===== config.mk =====
export PLATFORM = sky130hd
export DESIGN_NAME = tx_byte_queue_flat
export DESIGN_NICKNAME = d
export VERILOG_FILES = /design/src/rtl/tx_byte_queue_pkg.sv /design/src/rtl/tx_byte_queue_if.sv /design/src/rtl/tx_byte_queue_sync_fifo.sv /design/src/rtl/tx_byte_queue.sv /design/src/flat_wrapper.sv
export SDC_FILE = /design/constraint.sdc
export NUM_CORES = 1
export LEC_CHECK = 0
export ABC_CLOCK_PERIOD_IN_PS = 8750
export CORE_MARGIN = 3
export CORE_UTILIZATION = 60
export DETAILED_ROUTE_END_ITERATION = 7
export GPL_ROUTABILITY_DRIVEN = 0
export PLACE_DENSITY = 0.9
export SKIP_LAST_GASP = 1
export SLEW_MARGIN = 10
export SYNTH_ARGS = -nofsm -noshare
export SYNTH_HDL_FRONTEND = slang
export SYNTH_SLANG_ARGS = --single-unit

===== constraint.sdc =====
create_clock -name clk_50M -period 8.75 [get_ports clk_50M]
set_input_delay 0.875 -clock clk_50M [delete_from_list [all_inputs] [get_ports clk_50M]]
set_output_delay 0.875 -clock clk_50M [all_outputs]
set_load 0.01 [all_outputs]

===== src/rtl/tx_byte_queue_pkg.sv =====
// Shared types and defaults for the UART transmit byte queue.
package tx_byte_queue_pkg;

    localparam int DEF_DEPTH        = 16;
    localparam int DEF_BYTE_GAP     = 434;
    localparam int DEF_BUSY_TIMEOUT = 8;

    typedef enum logic [2:0] {
        IDLE,
        LAUNCH,
        WAIT_BUSY,
        WAIT_DONE,
        GAP
    } tx_state_t;

    // Width of a counter that must hold values 0..n inclusive.
    function automatic int cnt_width(input int n);
        return (n < 1) ? 1 : $clog2(n + 1);
    endfunction

endpackage


===== src/rtl/tx_byte_queue_if.sv =====
// Byte write side (message_unit) and uart_tx side of the transmit queue.
interface tx_byte_queue_if import tx_byte_queue_pkg::*; #(
    parameter int DEPTH = DEF_DEPTH
);
    logic                     wr_en;
    logic [7:0]               wr_data;
    logic                     tx_busy;
    logic                     data_send;
    logic [7:0]               data;
    logic                     full;
    logic                     empty;
    logic [$clog2(DEPTH):0]   count;
    logic                     overflow;
    logic                     timeout_err;

    modport master (
        output wr_en, wr_data, tx_busy,
        input  data_send, data, full, empty, count, overflow, timeout_err
    );

    modport slave (
        input  wr_en, wr_data, tx_busy,
        output data_send, data, full, empty, count, overflow, timeout_err
    );
endinterface


===== src/rtl/tx_byte_queue_sync_fifo.sv =====
// Circular byte buffer; a write into a full buffer is still accepted when a pop happens in the same cycle.
module sync_fifo import tx_byte_queue_pkg::*; #(
    parameter int DEPTH = DEF_DEPTH
) (
    input  logic                   clk,
    input  logic                   rst_n,
    input  logic                   wr_en,
    input  logic [7:0]             wr_data,
    input  logic                   rd_en,
    output logic [7:0]             rd_data,
    output logic                   full,
    output logic                   empty,
    output logic [$clog2(DEPTH):0] count,
    output logic                   drop
);
    localparam int AW = $clog2(DEPTH);
    localparam int CW = AW + 1;

    logic [7:0]    mem [DEPTH];
    logic [AW-1:0] wr_ptr;
    logic [AW-1:0] rd_ptr;
    logic          push;
    logic          pop;

    assign full    = (count == CW'(DEPTH));
    assign empty   = (count == '0);
    assign pop     = rd_en && !empty;
    assign push    = wr_en && (!full || pop);
    assign drop    = wr_en && full && !pop;
    assign rd_data = mem[rd_ptr];

    always_ff @(posedge clk) begin
        if (!rst_n) begin
            wr_ptr <= '0;
            rd_ptr <= '0;
            count  <= '0;
        end else begin
            if (push) wr_ptr <= wr_ptr + AW'(1);
            if (pop)  rd_ptr <= rd_ptr + AW'(1);
            case ({push, pop})
                2'b10:   count <= count + CW'(1);
                2'b01:   count <= count - CW'(1);
                default: count <= count;
            endcase
        end
    end

    // Storage needs no reset; a write during reset is dropped by the rst_n gate.
    always_ff @(posedge clk) begin
        if (rst_n && push) mem[wr_ptr] <= wr_data;
    end

endmodule


===== src/rtl/tx_byte_queue.sv =====
// Queues bytes from message_unit and launches them one at a time into uart_tx with an enforced inter-byte gap.
module tx_byte_queue import tx_byte_queue_pkg::*; #(
    parameter int DEPTH        = DEF_DEPTH,
    parameter int BYTE_GAP     = DEF_BYTE_GAP,
    parameter int BUSY_TIMEOUT = DEF_BUSY_TIMEOUT
) (
    input logic           clk_50M,
    input logic           rst_n,
    tx_byte_queue_if.slave bus
);
    localparam int AW = $clog2(DEPTH);
    localparam int GW = cnt_width(BYTE_GAP);
    localparam int TW = cnt_width(BUSY_TIMEOUT);

    tx_state_t     state;
    tx_state_t     state_nxt;
    logic [GW-1:0] gap_cnt;
    logic [TW-1:0] tmo_cnt;
    logic [7:0]    data_q;
    logic          overflow_q;
    logic          timeout_q;
    logic          pop;
    logic          tmo_hit;
    logic          gap_done;
    logic          tmo_done;

    logic [7:0]    rd_data;
    logic          full;
    logic          empty;
    logic [AW:0]   count;
    logic          drop;

    sync_fifo #(.DEPTH(DEPTH)) u_fifo (
        .clk     (clk_50M),
        .rst_n   (rst_n),
        .wr_en   (bus.wr_en),
        .wr_data (bus.wr_data),
        .rd_en   (pop),
        .rd_data (rd_data),
        .full    (full),
        .empty   (empty),
        .count   (count),
        .drop    (drop)
    );

    // BYTE_GAP of 0 or 1 both leave after the first GAP cycle.
    assign gap_done = (BYTE_GAP <= 1) ? 1'b1 : (gap_cnt == GW'(BYTE_GAP - 1));
    assign tmo_done = (tmo_cnt == TW'(BUSY_TIMEOUT - 1));

    always_comb begin
        state_nxt = state;
        pop       = 1'b0;
        tmo_hit   = 1'b0;
        case (state)
            IDLE: begin
                if (!empty && !bus.tx_busy) begin
                    pop       = 1'b1;
                    state_nxt = LAUNCH;
                end
            end
            LAUNCH: state_nxt = WAIT_BUSY;
            WAIT_BUSY: begin
                if (bus.tx_busy) begin
                    state_nxt = WAIT_DONE;
                end else if (tmo_done) begin
                    tmo_hit   = 1'b1;
                    state_nxt = GAP;
                end
            end
            WAIT_DONE: if (!bus.tx_busy) state_nxt = GAP;
            GAP:       if (gap_done) state_nxt = IDLE;
            default:   state_nxt = IDLE;
        endcase
    end

    always_ff @(posedge clk_50M) begin
        if (!rst_n) begin
            state      <= IDLE;
            gap_cnt    <= '0;
            tmo_cnt    <= '0;
            data_q     <= 8'h00;
            overflow_q <= 1'b0;
            timeout_q  <= 1'b0;
        end else begin
            state   <= state_nxt;
            gap_cnt <= (state == GAP && state_nxt == GAP) ? gap_cnt + GW'(1) : '0;
            tmo_cnt <= (state == WAIT_BUSY && state_nxt == WAIT_BUSY) ? tmo_cnt + TW'(1) : '0;
            if (pop)     data_q     <= rd_data;
            if (drop)    overflow_q <= 1'b1;
            if (tmo_hit) timeout_q  <= 1'b1;
        end
    end

    assign bus.data_send   = (state == LAUNCH);
    assign bus.data        = data_q;
    assign bus.full        = full;
    assign bus.empty       = empty;
    assign bus.count       = count;
    assign bus.overflow    = overflow_q;
    assign bus.timeout_err = timeout_q;

endmodule


===== src/flat_wrapper.sv =====
// flat-port wrapper written by rule: the top's interface ports become plain ports
module tx_byte_queue_flat import tx_byte_queue_pkg::*;
#(
    parameter int DEPTH        = DEF_DEPTH,
    parameter int BYTE_GAP     = DEF_BYTE_GAP,
    parameter int BUSY_TIMEOUT = DEF_BUSY_TIMEOUT
)
  (clk_50M, rst_n, bus_wr_en, bus_wr_data, bus_tx_busy, bus_data_send, bus_data, bus_full, bus_empty, bus_count, bus_overflow, bus_timeout_err);
  tx_byte_queue_if #(.DEPTH(DEPTH)) bus_i ();
  input logic clk_50M;
  input logic rst_n;
  input wire logic [$bits(bus_i.wr_en)-1:0] bus_wr_en;
  input wire logic [$bits(bus_i.wr_data)-1:0] bus_wr_data;
  input wire logic [$bits(bus_i.tx_busy)-1:0] bus_tx_busy;
  output wire logic [$bits(bus_i.data_send)-1:0] bus_data_send;
  output wire logic [$bits(bus_i.data)-1:0] bus_data;
  output wire logic [$bits(bus_i.full)-1:0] bus_full;
  output wire logic [$bits(bus_i.empty)-1:0] bus_empty;
  output wire logic [$bits(bus_i.count)-1:0] bus_count;
  output wire logic [$bits(bus_i.overflow)-1:0] bus_overflow;
  output wire logic [$bits(bus_i.timeout_err)-1:0] bus_timeout_err;
  assign bus_i.wr_en = bus_wr_en;
  assign bus_i.wr_data = bus_wr_data;
  assign bus_i.tx_busy = bus_tx_busy;
  assign bus_data_send = bus_i.data_send;
  assign bus_data = bus_i.data;
  assign bus_full = bus_i.full;
  assign bus_empty = bus_i.empty;
  assign bus_count = bus_i.count;
  assign bus_overflow = bus_i.overflow;
  assign bus_timeout_err = bus_i.timeout_err;
  tx_byte_queue #(.DEPTH(DEPTH), .BYTE_GAP(BYTE_GAP), .BUSY_TIMEOUT(BUSY_TIMEOUT)) u_core (.clk_50M(clk_50M), .rst_n(rst_n), .bus(bus_i));
endmodule

==> impl_results.md <==
* Kind of critical path: primary input to flop
* Root buffer selected by CTS: sky130_fd_sc_hd__clkbuf_16
* TritonCTS clock tree: yes
* Worst hold slack after final layout at 457.0 ps
* Relative contribution of the clock network to total power at 35.5%
* Max-Cap Viols at 0
* Leakage component of the power at 0.002474 µW
* Drt initial violations at 584
* Run status: completed
* Launch instance of the worst register-to-register path: u_core.state[0]
* Dominant cell by count in the synthesized netlist: sky130_fd_sc_hd__edfxtp_1
* Count of antenna diodes in the layout at 0
* Final setup slack of the worst path at 4874 ps
* Starting density of the core at 62.44%
* Basic-gate share of the synthesized area counting and, or, nand and nor cells at 8.721%
* Unique cell type count in the Yosys netlist at 54
* Number of hold violations in the final report at 0
* Synthesized area per cell at 14.88 µm²
* Post-synthesis cell type with the largest combined area: sky130_fd_sc_hd__edfxtp_1
* Number of standard-cell rows in the floorplan at 38
* Wire length of the first global-routing pass at 22530 µm
* Final number of setup-violating endpoints at 0
* Per-cell routed wire length at 22.58 µm
* Number of hold buffers added after cts at 0
* Number of setup buffers added after CTS at 0
* Total number of yosys warnings at 0
* Sum Neg Setup Slack at 0 ps
* Clock Tree Buf Depth at 2
* Width of the die at 112.9 µm
* Area of the placeable core at 0.01098 mm²
* Reg power frac at 45.8%
* Sum of met2 wire segment lengths after detailed routing at 7170 µm
* GRT Residual Overflow at 0
* DRC viols at 0
* Number of vias after detailed routing at 4194
* Number of antenna violations at the first check in global routing at 0
* Maximum fanout encountered on the critical timing path at 14
* DIE AREA at 0.01275 mm²
* Worst-Skew Late Latency at 430 ps
* Maximum level of the CTS H-tree at 4
* Port Buffers at 29
* Vias per cell at 6.533
* Number of nets produced by synthesis at 485
* Internal Pwr Total at 1443 µW
* Share of synthesized area occupied by flip-flops and latches at 67.43%
* Netlist Area Pre-Place at 0.006858 mm²
* Synth Area in Compound Gates at 6.003%
* Metal1 wirelength at 5657 µm
* Clock transition at the register clock pins on the worst setup and hold paths after CTS at 70 ps
* Portion of synthesized cell area occupied by the leading cell type at 56.05%
* # placed instances at 610
* Gate Count Post-Synth at 461
* DPL Wire Length at 9022 µm
* Number of enable-type register cells in the synthesized netlist at 128
* Hold/Removal Path Class: flop to flop
* Slew HR at 37.50%
* Combinational Power Share at 18.6%
* Layout fillers at 672
* Layout net count at 513
* Start point of the worst hold path: u_core.tmo_cnt[0]
* Final std cells w/o fill at 642
* Worst Skew at 7.611 ps
* I/O pin count at 30
* Maximum achievable frequency at 258.0 MHz
* Data arrival, critical path at 4190 ps
* Time the final worst path needs with I/O delays and setup at 3876 ps
* Data required time of the worst path at 9070 ps
* Final Routed Wirelength at 14500 µm
* Top post-synthesis cells by area: sky130_fd_sc_hd__edfxtp_1 (56%), sky130_fd_sc_hd__dfxtp_1 (11%), sky130_fd_sc_hd__mux2i_1 (6.0%)
* GRT Total Usage at 23.68%
* Post-cts resize count at 0
* Most common flop cell mapped by yosys: sky130_fd_sc_hd__edfxtp_1
* Highest metal layer used by the detailed router: met4
* Number of sinks handled by clock tree synthesis at 167
* Most instantiated cells after synthesis: sky130_fd_sc_hd__edfxtp_1 (128), sky130_fd_sc_hd__mux2i_1 (41), sky130_fd_sc_hd__dfxtp_1 (39)
* XOR/XNOR Fraction of Synth Area at 1.660%
* Critical path origin: bus_tx_busy
* Dominant combinational cell family by area after synthesis: multiplexers
* Multiplexer area fraction after synthesis at 11.57%
* Final standard cell area without fillers at 0.007806 mm²
* Final worst-path cycle share at 44.29%
* Sort of element at the start of the critical path: primary input
* First drt pass iteration count at 6
* DRT antenna net count at 0
* Max-slew violations at 0
* Number of global-route vias before repair at 4114
* Transition at the pin with the smallest max-transition slack at 929.0 ps
* Total of flip-flops plus latches after synthesis at 167
* VDD IR max at 0.1798 mV
* Power density relative to cell area at 261.7 mW/mm²
* Largest net degree at the start of global routing at 51
* Number of buffers created by CTS at 17
* Signed area change from the synthesized netlist to the final layout at 13.83%
* Share of flip-flops with an asynchronous set or reset at 0%
* Die outline height at 112.9 µm
* Net Sw Frac at 29.34%
* Unrepaired setup endpoints after global routing: no
* Post-detailed-placement cell area at 0.007222 mm²
* Adder and majority cell fraction of the synthesized area at 2.299%
* CP Capture Type: flop
* Detailed-routed wire length on met3 at 1234 µm
* Total net switching power at 599.3 µW
* DP Worst Slack at 4527 ps
* Share of post-route cells with drive strength above 1 at 11.75%
critical path, stage by stage:
cell and delay [ps]:
sky130_fd_sc_hd__clkdlybuf4s50_1 530, sky130_fd_sc_hd__nor4_1 660, sky130_fd_sc_hd__o21ai_2 400, sky130_fd_sc_hd__nor2_1 350, sky130_fd_sc_hd__inv_1 100, sky130_fd_sc_hd__fa_1 400
sky130_fd_sc_hd__nand2b_1 200, sky130_fd_sc_hd__a21oi_1 240, sky130_fd_sc_hd__o41ai_1 120, sky130_fd_sc_hd__o31a_1 310
power by group through the flow:
stage / clock network (µW) / logic (µW) / registers, µW
after floorplan: 0 / 239 / 945
after global placement: 0 / 357 / 949
after detailed placement: 0 / 372 / 952
after CTS: 729 / 377 / 935
after global routing: 766 / 405 / 940
final: 726 / 380 / 936
final timing paths:
path         depth (start not counted)                      to  slack [ps]
min                                  1       u_core.tmo_cnt[0]         460
max                                 10  u_core.u_fifo.count[4]        4870
min reg2reg                          1       u_core.tmo_cnt[0]         460
max reg2reg                          9  u_core.u_fifo.count[4]        5370
flip-flops by register name, summed over array words and instances (netlist names):
register	count
u_core.bus.data	8
u_core.bus.overflow	1
u_core.bus.timeout_err	1
u_core.gap_cnt	9
u_core.state	3
u_core.tmo_cnt	4
u_core.u_fifo.count	5
u_core.u_fifo.mem	128
u_core.u_fifo.rd_ptr	4
u_core.u_fifo.wr_ptr	4
cells in the final DEF, fill, tap and decap left out, drive strengths merged, types with 3 or more instances in the layout:
cell and count:
inv 16, nor2 38, clkdlybuf4s50 29, o21ai 11, or3b 3, and2 3, edfxtp 128, xor2 5
clkbuf 17, o22ai 16, nand3 8, a21oi 14, nor2b 7, mux2i 42, a22oi 8, clkinv 7
buf 3, ha 11, nand2 19, nand3b 3, xnor2 8, nand4 5, nor3 11, nand2b 6
mux4 16, dfxtp 39, and3 3
cell families after synthesis:
kind of cell / Yosys count
muxes: 58
AOI/OAI and AO/OA: 62
buffers and inverters: 32
DFF: 167
and+or+nand+nor: 117
adders and majority gates: 12
xor gates and xnor gates: 13
cell type report:
| class | count | area, µm² | share of cell area, % |
|---|---|---|---|
| Tap cell | 140 | 175.2 | 2.244 |
| Sequential cell | 167 | 4626 | 59.26 |
| Timing Repair Buffer | 32 | 312.8 | 4.007 |
| Clock buffer | 17 | 425.4 | 5.450 |
| Clock inverter | 15 | 158.9 | 2.036 |
| Inverter | 9 | 33.78 | 0.4328 |
| Multi-Input combinational cell | 262 | 2074 | 26.57 |
metal layers:
layer / up-vias / track usage, %
li1: 1813 / -
met1: 2076 / 30.72
met2: 249 / 38.82
met3: 56 / 5.668
met4: 0 / 9.615
met5: - / 0
per-stage QoR:
step	total power (µW)	utilization, %
2_1_floorplan	1185	-
3_3_place_gp	1306	65.76
3_5_place_dp	1324	65.76
4_1_cts	2042	71.08
5_1_grt	2111	71.08
6_report	2043	71.08
No activity file was read; power rests on OpenSTA's default activity.
